<file path="config.mk">
export PLATFORM = sky130hd
export DESIGN_NAME = regfile_write_arbiter
export DESIGN_NICKNAME = d
export VERILOG_FILES = /design/src/rtl/regfile_write_arbiter.sv
export SDC_FILE = /design/constraint.sdc
export NUM_CORES = 1
export LEC_CHECK = 0
export BUFFER_PORTS_ARGS = -buffer_cell sky130_fd_sc_hd__buf_2
export CAP_MARGIN = 20
export CELL_PAD_IN_SITES_DETAIL_PLACEMENT = 0
export CELL_PAD_IN_SITES_GLOBAL_PLACEMENT = 1
export CORE_ASPECT_RATIO = 2
export CORE_MARGIN = 5
export CORE_UTILIZATION = 29
export DETAILED_ROUTE_END_ITERATION = 8
export GPL_ROUTABILITY_DRIVEN = 0
export PLACE_DENSITY_LB_ADDON = 0.1
export SLEW_MARGIN = 20
export SYNTH_ARGS = -nofsm -noshare
export SYNTH_HDL_FRONTEND = slang
export SYNTH_SLANG_ARGS = --single-unit
</file>
<file path="constraint.sdc">
create_clock -name clk -period 1.6 [get_ports clk]
set_input_delay 0.32 -clock clk [delete_from_list [all_inputs] [get_ports clk]]
set_output_delay 0.32 -clock clk [all_outputs]
set_load 0.01 [all_outputs]
</file>
<file path="src/rtl/regfile_write_arbiter.sv">
// Single write-port owner for the register file: zero-fills after reset, then
// round-robin arbitrates A/B writebacks. Optional stall counter via RF_ARB_STALL_CNT_EN.
module regfile_write_arbiter #(
    parameter int ADDR_W         = 5,
    parameter int DATA_W         = 32,
    parameter int DEPTH          = 32,
    parameter int CLEAR_ON_RESET = 1
) (
    input  logic              clk,
    input  logic              rst_n,
    input  logic              a_valid,
    output logic              a_ready,
    input  logic [ADDR_W-1:0] a_addr,
    input  logic [DATA_W-1:0] a_data,
    input  logic              b_valid,
    output logic              b_ready,
    input  logic [ADDR_W-1:0] b_addr,
    input  logic [DATA_W-1:0] b_data,
    output logic              rf_we,
    output logic [ADDR_W-1:0] rf_waddr,
    output logic [DATA_W-1:0] rf_wdata,
    output logic              init_done
`ifdef RF_ARB_STALL_CNT_EN
    ,
    output logic [31:0]       stall_cnt
`endif
);

    typedef enum logic [0:0] {
        ST_CLEAR = 1'b0,
        ST_ARB   = 1'b1
    } state_t;

    localparam state_t            LP_RST_STATE = (CLEAR_ON_RESET != 0) ? ST_CLEAR : ST_ARB;
    localparam logic [ADDR_W-1:0] LP_LAST_IDX  = ADDR_W'(DEPTH - 1);
    localparam logic [ADDR_W-1:0] LP_ONE       = {{(ADDR_W-1){1'b0}}, 1'b1};
    localparam logic [ADDR_W-1:0] LP_ZERO_ADDR = {ADDR_W{1'b0}};
    localparam logic [DATA_W-1:0] LP_ZERO_DATA = {DATA_W{1'b0}};

    state_t            r_state;
    state_t            w_state_nxt;
    logic [ADDR_W-1:0] r_clr_idx;
    logic [ADDR_W-1:0] w_clr_idx_nxt;
    logic              r_rr_ptr;       // 0: A has priority on contention, 1: B
    logic              w_rr_ptr_nxt;
    logic              w_a_grant;
    logic              w_b_grant;
    logic              r_we;
    logic              w_we_nxt;
    logic [ADDR_W-1:0] r_waddr;
    logic [ADDR_W-1:0] w_waddr_nxt;
    logic [DATA_W-1:0] r_wdata;
    logic [DATA_W-1:0] w_wdata_nxt;

    // State, fill index and round-robin pointer registers
    always_ff @(posedge clk or negedge rst_n) begin
        if (!rst_n) begin
            r_state   <= LP_RST_STATE;
            r_clr_idx <= LP_ZERO_ADDR;
            r_rr_ptr  <= 1'b0;
        end else begin
            r_state   <= w_state_nxt;
            r_clr_idx <= w_clr_idx_nxt;
            r_rr_ptr  <= w_rr_ptr_nxt;
        end
    end

    // Next-state, grant selection and next write-port values
    always_comb begin
        w_state_nxt   = r_state;
        w_clr_idx_nxt = r_clr_idx;
        w_rr_ptr_nxt  = r_rr_ptr;
        w_a_grant     = 1'b0;
        w_b_grant     = 1'b0;
        w_we_nxt      = 1'b0;
        w_waddr_nxt   = r_waddr;
        w_wdata_nxt   = r_wdata;
        case (r_state)
            ST_CLEAR: begin
                w_we_nxt    = 1'b1;
                w_waddr_nxt = r_clr_idx;
                w_wdata_nxt = LP_ZERO_DATA;
                if (r_clr_idx == LP_LAST_IDX) begin
                    w_state_nxt = ST_ARB;
                end else begin
                    w_clr_idx_nxt = r_clr_idx + LP_ONE;
                end
            end
            ST_ARB: begin
                if (a_valid && b_valid) begin
                    w_a_grant    = ~r_rr_ptr;
                    w_b_grant    = r_rr_ptr;
                    w_rr_ptr_nxt = ~r_rr_ptr;
                end else begin
                    w_a_grant = a_valid;
                    w_b_grant = b_valid;
                end
                // x0 writes are accepted but never reach the register file
                if (w_a_grant) begin
                    w_we_nxt    = (a_addr != LP_ZERO_ADDR);
                    w_waddr_nxt = a_addr;
                    w_wdata_nxt = a_data;
                end else if (w_b_grant) begin
                    w_we_nxt    = (b_addr != LP_ZERO_ADDR);
                    w_waddr_nxt = b_addr;
                    w_wdata_nxt = b_data;
                end else begin
                    w_we_nxt = 1'b0;
                end
            end
            default: begin
                w_state_nxt = LP_RST_STATE;
            end
        endcase
    end

    // Registered write port toward the register file
    always_ff @(posedge clk or negedge rst_n) begin
        if (!rst_n) begin
            r_we    <= 1'b0;
            r_waddr <= LP_ZERO_ADDR;
            r_wdata <= LP_ZERO_DATA;
        end else begin
            r_we    <= w_we_nxt;
            r_waddr <= w_waddr_nxt;
            r_wdata <= w_wdata_nxt;
        end
    end

    assign rf_we     = r_we;
    assign rf_waddr  = r_waddr;
    assign rf_wdata  = r_wdata;
    assign a_ready   = w_a_grant;
    assign b_ready   = w_b_grant;
    assign init_done = (r_state == ST_ARB);

`ifdef RF_ARB_STALL_CNT_EN
    logic [31:0] r_stall_cnt;
    logic        w_stall;

    assign w_stall = (r_state == ST_ARB) &&
                     ((a_valid && !w_a_grant) || (b_valid && !w_b_grant));

    // Saturating count of ARB cycles where some requester was held off
    always_ff @(posedge clk or negedge rst_n) begin
        if (!rst_n) begin
            r_stall_cnt <= 32'd0;
        end else if (w_stall && (r_stall_cnt != 32'hFFFF_FFFF)) begin
            r_stall_cnt <= r_stall_cnt + 32'd1;
        end else begin
            r_stall_cnt <= r_stall_cnt;
        end
    end

    assign stall_cnt = r_stall_cnt;
`endif

endmodule

</file>
==> reports/metrics.yaml <==
status:
  status: "complete, no violations"
global_routing:
  grt_overflow: 0
  grtUsageTotal_pct: 14.0
  grt_pass1_wl_mm: 10.0
  grt_max_degree: 46
  antenna_found_initial: 0
  grt_pass1_vias: 2005
setup_path:
  crit_top_cell: "ha_2"
  path_max_fanout: 5
  cp_cell_sequence: "ha_2 -> and3_1 -> ha_2 -> nor2_4 -> mux2_2"
  cp-start-kind: "register"
  path_delay_family: "flip-flops"
  cp-end-kind: "register"
  crit_slowest_cell: "dfrtp_1"
  cp.required_ps: 1770
  crit_arrival_ps: 1730
  r2r-start: "r_clr_idx[0]"
  max_stage_delay_ps: 380
  rr_worst_depth: 5
  rrSetupSlack_ps: 40
  reg2reg_to: "r_clr_idx[1]"
  path_class: "register to register"
  path_buf_inv: 0
power:
  power_density_nw_per_um2: 1080
  ir_drop_mv: 0.597
  leakage_nw: 1.50
placement:
  dpl_worst_slack_ps: -19.2
  placed_area_um2: 2910
  port_buffers: 118
  dpl.hpwl_mm: 4.93
clocking:
  cts-root-buf: "clkbuf_16"
  cts_tree: "built"
  numCtsBuffers: 5
  cts_buffer_depth: 2
  cts_max_level: 2
  cts_setup_buffers: 0
  clock_sinks: 45
  clk_pin_slew_ps: 60
  hold_buffers: 0
  clk_latency_ps: 290
synthesis:
  synth.distinct_cells: 25
  synth-seq-cells: 45
  syn_area_per_cell_um2: 10.7
  synthAdderAreaFrac_pct: 1.18
  synthSimpleGateAreaFrac_pct: 10.0
  synth.area.mux_share_pct: 18.5
  synth_compound_area_share_pct: 11.7
  synth_top_family_by_area: "multiplexers"
  syn_area_um2: 2120
  synth_warnings: 0
  synth_cells: 198
  synth-xor-area-share_pct: 1.65
  syn-num-nets: 278
  ys_seq_area_share_pct: 53.1
drt:
  dr.pass1.iters: 4
  drt-wirelength-per-cell_um: 15.3
  ant_nets: 0
  viasPerCell: 4.58
  drcViolationCount: 0
  num_vias: 1896
  drt-total-wl_mm: 6.35
  drt_iter0_markers: 60
sta:
  maxSlewHeadroom_pct: 81.3
  tightest_slew_ps: 280
  drv_slew: 0
  period_share_pct: 97.2
  fmax_mhz: 643
  rsz0062_at_grt: "yes"
  worst_slack_ps: 44.4
  holdWs_ps: 5.98
  min_period_ps: 1560
  finalSetupViolCount: 0
  hold_violations: 0
  fin_setup_tns_ps: 0
  fin_skew_ps: 3.97
floorplanning:
  start_util_pct: 29.4
  placementRows: 44
  dieArea_um2: 9230
  die_h_um: 131
  io_pins: 119
  coreArea_um2: 7210
  fp.dieW_um: 70.5
layout:
  diodes: 0
  register_area_um2: 1130
  fin_nets: 402
  multi_input_area_um2: 948
  drive_gt1_share_pct: 45.0
  fin_util_pct: 42.8
  fillers: 719
  syn_to_final_growth_pct: 45.5
  design_area_um2: 3090
flow_run:
  maxCapViolations: 0
min_path:
  hp-class: "input port to asynchronous set/reset pin"
==> metal layers <==
layer	vias up	global-route usage, %	wire [um]
li1	935	-	-
met1	887	15.1	2270
met2	66	25.4	3550
met3	8	4.06	428
met4	0	5.42	104
met5	-	0	0
==> cells in the final DEF, fill, tap and decap left out, types with 2 or more instances in the layout <==
cell type	Yosys	layout
ha_2	0	2
o221ai_1	2	2
mux2i_1	37	37
dfrtp_1	45	44
nand2_1	34	34
or4_1	2	2
buf_4	1	7
inv_1	3	3
o21ai_0	37	37
xnor2_1	4	4
clkbuf_16	0	5
a21oi_1	4	4
nor2b_1	4	4
buf_2	4	118
nand3_1	2	2
buf_12	0	4
==> kinds of logic (layout without fill, tap and decap cells) <==
kind of cell	Yosys count	after routing
adder cells (fa/ha/maj)	2	2
AND/OR/NAND/NOR	47	47
flip-flops	45	45
buffers and inverters	15	139
multiplexers	39	39
AO/OA/AOI/OAI	46	46
XOR/XNOR	4	4
==> worst max-delay path by stage <==
| stage | startpoint | slack [ps] | depth (start not counted) | end |
|---|---|---|---|---|
| after detailed placement | r_clr_idx[0] | -20 | 5 | r_clr_idx[4] |
| final | r_clr_idx[0] | 40 | 5 | r_clr_idx[1] |
| after CTS | r_clr_idx[0] | 10 | 5 | r_clr_idx[4] |
| after global routing | r_clr_idx[0] | -2 | 5 | r_clr_idx[1] |
| after global placement | r_clr_idx[0] | 10 | 5 | r_clr_idx[4] |
| after floorplan | r_clr_idx[0] | 10 | 5 | r_clr_idx[1] |
==> flip-flops by register name (all words and copies together) (netlist names) <==
register and cells:
rf_wdata 32, r_clr_idx 5, r_rr_ptr 1, init_done 1
rf_we 1, rf_waddr 5
==> per-stage QoR <==
stage / total power [mW] / instances
4_1_cts: 3.43 / 414
3_5_place_dp: 2.25 / 407
2_1_floorplan: 1.84 / 198
6_report: 3.34 / 414
3_3_place_gp: 2.24 / 407
5_1_grt: 3.53 / 414
==> synthesized netlist by cell type <==
library cell,count,area [um^2]
dfrtp_1,45,1130
mux2i_1,37,370
o21ai_0,37,185
nand2_1,34,128
clkbuf_1,5,18.8
a21oi_1,4,20.0
buf_2,4,20.0
nor2b_1,4,25.0
xnor2_1,4,35.0
inv_1,3,11.3
buf_6,2,22.5
ha_1,2,25.0
mux2_2,2,22.5
nand3_1,2,10.0
o221ai_1,2,17.5
or4_1,2,15.0
a21boi_2,1,11.3
and2_1,1,6.26
and3_1,1,6.26
buf_4,1,7.51
nand4_1,1,6.26
nor2_1,1,3.75
nor3b_2,1,12.5
o211a_1,1,10.0
o21ai_1,1,5.00
==> power breakdown <==
part           total, mW  internal (mW)  switching, mW
Clock               1.14          0.725          0.416
Sequential          1.39           1.30         0.0925
Combinational      0.808          0.389          0.419
Total               3.34           2.41          0.928
==> area by class of cell <==
class	count	share of cell area, %
clock inverter	2	1.14
clock buffer	5	4.06
inverter	3	0.365
timing repair buffer	129	23.4
sequential	45	36.5
tap	92	3.73
multi-input combinational	138	30.7
==> what timing repair did <==
item / 4_1_cts / 5_1_grt
pin swaps: 0 / 1
endpoints found under the hold margin: 0 / 0
gates resized for setup: 2 / 3
endpoints found under the setup margin: 4 / 3
No activity file was read; power rests on OpenSTA's default activity.
